`src/rtl/tpu_tile_sequencer.sv`:
```
// rtl/tpu_tile_sequencer.sv - multi-tile preload/compute/writeback sequencer for a SIZE x SIZE systolic array
// State advances on the falling clock edge; most outputs decode directly from state, k and tile index.
module tpu_tile_sequencer #(
   parameter int SIZE      = 8,
   parameter int CW_ROWS   = 3,
   parameter int MAX_TILES = 16,
   parameter int WADDR_W   = $clog2(SIZE*MAX_TILES),
   parameter int CADDR_W   = $clog2(CW_ROWS*MAX_TILES),
   parameter int TILE_W    = $clog2(MAX_TILES+1)
) (
   input  logic                       clk,
   input  logic                       rst,
   input  logic                       mem_write,
   input  logic                       comp_out_valid,
   input  logic                       start,
   input  logic                       abort,
   input  logic [TILE_W-1:0]          num_tiles,
   output logic                       busy,
   output logic                       done,
   output logic                       weight_mem_wr_en,
   output logic                       act_mem_wr_en,
   output logic                       comp_mem_wr_en,
   output logic                       weight_rd_en,
   output logic                       act_rd_en,
   output logic                       comp_rd_en,
   output logic [WADDR_W-1:0]         weight_rd_addr,
   output logic [WADDR_W-1:0]         act_rd_addr,
   output logic [CADDR_W-1:0]         comp_rd_addr,
   output logic                       weight_out_valid,
   output logic                       cweight_out_valid,
   output logic                       cal,
   output logic                       acc_first,
   output logic                       cacc_wr_en,
   output logic [SIZE-1:0]            acc_wr_en,
   output logic                       acc_rd_en,
   output logic                       ub_wr_en,
   output logic [$clog2(SIZE)-1:0]    ub_wr_addr
);

   localparam int K_W  = $clog2(3*SIZE+2);
   localparam int UB_W = $clog2(SIZE);

   typedef enum logic [2:0] {S_IDLE, S_PRELOAD, S_CAL, S_OUT, S_DONE} state_t;

   state_t            state;
   logic [K_W-1:0]    k;
   logic [TILE_W-1:0] t;
   logic [TILE_W-1:0] num_lat;
   logic [TILE_W-1:0] num_clamped;
   logic              last_k;
   logic [31:0]       k32;
   logic [31:0]       t32;

   assign k32 = 32'(k);
   assign t32 = 32'(t);

   always_comb begin
      num_clamped = num_tiles;
      if (num_tiles == '0)
         num_clamped = TILE_W'(1);
      else if (num_tiles > TILE_W'(MAX_TILES))
         num_clamped = TILE_W'(MAX_TILES);
   end

   always_comb begin
      case (state)
         S_PRELOAD: last_k = (k == K_W'(SIZE-1));
         S_CAL:     last_k = (k == K_W'(3*SIZE));
         S_OUT:     last_k = (k == K_W'(SIZE));
         default:   last_k = 1'b1;
      endcase
   end

   always_ff @(negedge clk or posedge rst) begin
      if (rst) begin
         state             <= S_IDLE;
         k                 <= '0;
         t                 <= '0;
         num_lat           <= '0;
         weight_out_valid  <= 1'b0;
         cweight_out_valid <= 1'b0;
      end else if (abort && state != S_IDLE) begin
         state             <= S_IDLE;
         k                 <= '0;
         t                 <= '0;
         weight_out_valid  <= 1'b0;
         cweight_out_valid <= 1'b0;
      end else begin
         // Memory reads return one cycle later, so valids trail the read enables.
         weight_out_valid  <= weight_rd_en;
         cweight_out_valid <= comp_rd_en;
         k                 <= last_k ? '0 : k + K_W'(1);
         case (state)
            S_IDLE: begin
               if (start && !mem_write) begin
                  state   <= S_PRELOAD;
                  t       <= '0;
                  num_lat <= num_clamped;
               end
            end
            S_PRELOAD: if (last_k) state <= S_CAL;
            S_CAL: begin
               if (last_k) begin
                  if (t != num_lat - TILE_W'(1)) begin
                     t     <= t + TILE_W'(1);
                     state <= S_PRELOAD;
                  end else begin
                     state <= S_OUT;
                  end
               end
            end
            S_OUT: if (last_k) state <= S_DONE;
            default: begin
               state <= S_IDLE;
               t     <= '0;
            end
         endcase
      end
   end

   always_comb begin
      busy             = (state != S_IDLE);
      done             = (state == S_DONE);
      weight_mem_wr_en = (state == S_IDLE) && mem_write;
      act_mem_wr_en    = (state == S_IDLE) && mem_write;
      comp_mem_wr_en   = (state == S_IDLE) && mem_write && comp_out_valid;
      weight_rd_en     = 1'b0;
      act_rd_en        = 1'b0;
      comp_rd_en       = 1'b0;
      weight_rd_addr   = '0;
      act_rd_addr      = '0;
      comp_rd_addr     = '0;
      cal              = 1'b0;
      acc_first        = 1'b0;
      cacc_wr_en       = 1'b0;
      acc_wr_en        = '0;
      acc_rd_en        = 1'b0;
      ub_wr_en         = 1'b0;
      ub_wr_addr       = '0;
      case (state)
         S_PRELOAD: begin
            weight_rd_en   = 1'b1;
            weight_rd_addr = WADDR_W'(t32*SIZE + k32);
            if (k32 < 32'(CW_ROWS)) begin
               comp_rd_en   = 1'b1;
               comp_rd_addr = CADDR_W'(t32*CW_ROWS + k32);
            end
         end
         S_CAL: begin
            cal       = 1'b1;
            acc_first = (t == '0);
            if (k32 < 32'(SIZE)) begin
               act_rd_en   = 1'b1;
               act_rd_addr = WADDR_W'(t32*SIZE + k32);
            end
            cacc_wr_en = (k32 >= 32'(CW_ROWS+2)) && (k32 <= 32'(CW_ROWS+SIZE+1));
            // Column j's results emerge j cycles after column 0 (diagonal skew).
            for (int j = 0; j < SIZE; j++)
               acc_wr_en[j] = (k32 >= 32'(SIZE+2+j)) && (k32 <= 32'(2*SIZE+1+j));
         end
         S_OUT: begin
            acc_rd_en = 1'b1;
            if (k32 >= 32'd1) begin
               ub_wr_en   = 1'b1;
               ub_wr_addr = UB_W'(k32 - 32'd1);
            end
         end
         default: ;
      endcase
   end

endmodule

```
`config.mk`:
```
export PLATFORM = sky130hd
export DESIGN_NAME = tpu_tile_sequencer
export DESIGN_NICKNAME = d
export VERILOG_FILES = /design/src/rtl/tpu_tile_sequencer.sv
export SDC_FILE = /design/constraint.sdc
export NUM_CORES = 1
export LEC_CHECK = 0
export ABC_AREA = 1
export BUFFER_PORTS_ARGS = -buffer_cell sky130_fd_sc_hd__buf_2
export CAP_MARGIN = 0
export CORE_UTILIZATION = 48
export DETAILED_ROUTE_END_ITERATION = 16
export HOLD_SLACK_MARGIN = 0.02
export PLACE_DENSITY = 0.85
export SETUP_SLACK_MARGIN = 0.15
export SYNTH_ARGS = -nofsm -noshare
export SYNTH_HDL_FRONTEND = slang
export SYNTH_SLANG_ARGS = --single-unit
```
`constraint.sdc`:
```
create_clock -name clk -period 2.3 [get_ports clk]
set_clock_uncertainty 0.15 [all_clocks]
set_input_delay 0.23 -clock clk [delete_from_list [all_inputs] [get_ports clk]]
set_output_delay 0.23 -clock clk [all_outputs]
set_load 0.005 [all_outputs]
```
==> run metrics <==
CTS H-tree lvls 1; CTS tree done; CP required between 1.5 and 2 ns; WP data arrival ~3.7 ns; Synth Warn # 0; Setup WS post-layout -1.78 ns; status complete, but fails checks; row count 24; initial antenna violation count 1; Core Area approximately 4300 um2; vias ~3700; Die X 69.1 um; hold buffers post-CTS 0; die area 4770 um2; gr usage total between 40% and 50%; PwrDens 1040 nW/um2; Initial Utilization between 40% and 50%; NumNets Final about 520; commonest non-fill, non-tap cell in the layout buf_4; Final GP Congestion between 0.8 and 0.9; post-synthesis adder-cell area fraction between 10% and 20%; vias per cell 6.89; Hold Crit Class reg -> reg; DRT antenna net count 0; Detailed Route Iter0 Violations between 500 and 600; Syn Nets 344; clk_lat worst skew roughly 0.28 ns; register area share after synthesis 23.2%; max-slew violation count 0; Simple-Gate Fraction of Synth Area between 30% and 40%; area share of xor/xnor cells in the synthesized design around 3.2%; most frequent cells in the layout buf_4, buf_2, nand2_1; Yosys reg bits 20; final WL between 10000 and 15000 um; CTS buffer count 3; Final setup viols 56; largest family of logic cells by synthesized area simple AND/OR/NAND/NOR gates; Synth cell types 39; mapped cell area about 2200 um2; post-layout util a little over nine tenths; mean area per synthesized cell approximately 7 um2; critical path fanouts, max 4; Fin. Hold Viols 0; hold depth 2; endpoint kind of the worst setup timing path output pin; DRC viols 0; failing checks setup timing; max_cap viols 0; static leakage power around 2.2 nW; slew of the pin with the lowest slew margin about 0.38 ns; fin cells around 530; fraction of synthesized area in multiplexers 0%; Die H between 60 and 70 um; Ports 57; total congestion overflow 0; Worst-path clk slew approximately 0.070 ns; Cells after Synth a little over 300; worst reg2reg path depth 17; CTS max path bufs 2; Port Buf Inserts 56; compound-cell area share of the yosys netlist between 8 and 9%; Worst setup SP type flop; CTS Sinks 20; routed wire length per instance 26.9 um; Rel. slew slack between 70% and 80%; dpl hpwl between 5000 and 6000 um; WS Path Type reg -> out; P&R area growth vs syn 93.2%; global-route wire length before repair approximately 16000 um; Pre-Repair DR Iteration Count 6; fraction of layout cells with a size suffix above 1 between 60% and 70%; vias in the first global route about 3000; CTS root buffer clkbuf_8; largest net degree at the start of global routing 21; dpl cells about 480; RSZ-0062 raised after global routing yes; maximum vdd drop about 0.93 mV
==> through the flow <==
stage	instance area, um2	power (mW)	setup TNS (ns)	hold WS [ns]	setup slack, ns
global placement	3350	2.69	-25.13	0.344	-1.21
CTS	3900	3.47	-39.07	0.356	-1.61
finish	4170	4.34	-51.73	0.401	-1.78
detailed placement	3350	2.79	-27.60	0.354	-1.33
floorplan	2530	2.00	-17.38	0.317	-1.22
global route	4170	4.37	-52.46	0.445	-1.80
==> cells in the mapped netlist <==
library cell   n  area (um2)
a211oi_1       2        15.0
o21ai_4        1        16.3
nor2_2         1        6.26
a311oi_1       1        8.76
nand3_1       22         110
nand2_4        4        45.0
a31oi_1        1        6.26
and3_1         1        6.26
nand3_2        2        20.0
o21a_1         1        7.51
nand2_1       60         225
nor2_1        51         191
o22ai_1        4        25.0
nor2_4         4        45.0
o21ai_0        4        20.0
nand4_1        2        12.5
buf_2          4        20.0
nor4_1         1        6.26
nand2_8        1        20.0
inv_4          2        12.5
o31ai_1        1        7.51
ha_1          18         225
clkinv_1       1        3.75
xor2_1         5        43.8
nor3b_1        2        15.0
clkbuf_1       1        3.75
o21ai_1        2        10.0
inv_1         46         173
xnor2_1        3        26.3
buf_4          1        7.51
fa_1           6         120
nor3_1        10        50.1
a41oi_1        1        8.76
dfrtn_1       20         500
nand3_4        1        17.5
nor2_8         1        20.0
a21oi_1       10        50.1
inv_2          5        18.8
nand2_2        6        37.5
==> registers in the layout (all words and copies together) (netlist names) <==
register	flops
t	5
k	5
state	3
weight_out_valid	1
cweight_out_valid	1
num_lat	5
==> critical path: stages (launching register included) <==
cell and delay, ns:
dfrtn_1 0.55, fa_1 0.47, ha_2 0.21, fa_2 0.34, nand2_1 0.08, nand2_1 0.10, a21oi_2 0.16, xor2_1 0.17
nor2_1 0.06, buf_2 0.12
==> report_power, final <==
group          internal, mW  total [mW]  switching, mW
registers             0.458       0.557         0.0984
clock network         0.118       0.269          0.151
logic                  1.47        3.51           2.04
==> cells by family (layout without fill, tap and decap cells) <==
group                    after synthesis  after routing
AND/OR/NAND/NOR                      169            169
buffers and inverters                 60            230
AO/OA/AOI/OAI                         28             28
adder cells (fa/ha/maj)               24             24
flip-flops                            20             20
XOR/XNOR                               8              8
other                                  0              1
==> what timing repair did <==
action / CTS / global route
gates resized for setup: 62 / 48
pin swaps: 12 / 13
gates cloned: 0 / 0
endpoints found under the setup margin: 51 / 60
setup buffers: 33 / 12
==> area by class of cell <==
class | count | area [um2]
fillers | 96 | 155
multi-input cells | 229 | 1930
repair buffers | 173 | 1360
well taps | 52 | 65.1
inverters | 54 | 269
flip-flops and latches | 20 | 500
diodes | 1 | 2.50
clock buffers | 3 | 41.3
==> worst paths after layout <==
path	from	endpoint	slack, ns
setup / recovery	t[1]	comp_rd_addr[5]	-1.78
hold / removal	num_lat[1]	num_lat[1]	0.40
setup reg to reg	k[1]	t[4]	-0.35
hold reg to reg	num_lat[1]	num_lat[1]	0.40
max in group asynchronous	rst	num_lat[0]	0.83
min in group asynchronous	rst	weight_out_valid	0.89
==> routing by layer <==
metal | wire (um) | track usage (%) | up-vias
met4 | 1750 | 22.7 | 0
li1 | - | - | 1319
met5 | 0 | 0 | -
met2 | 6070 | 71.4 | 486
met1 | 4400 | 51.1 | 1651
met3 | 2110 | 7.02 | 209
No activity file was read; power rests on OpenSTA's default activity.
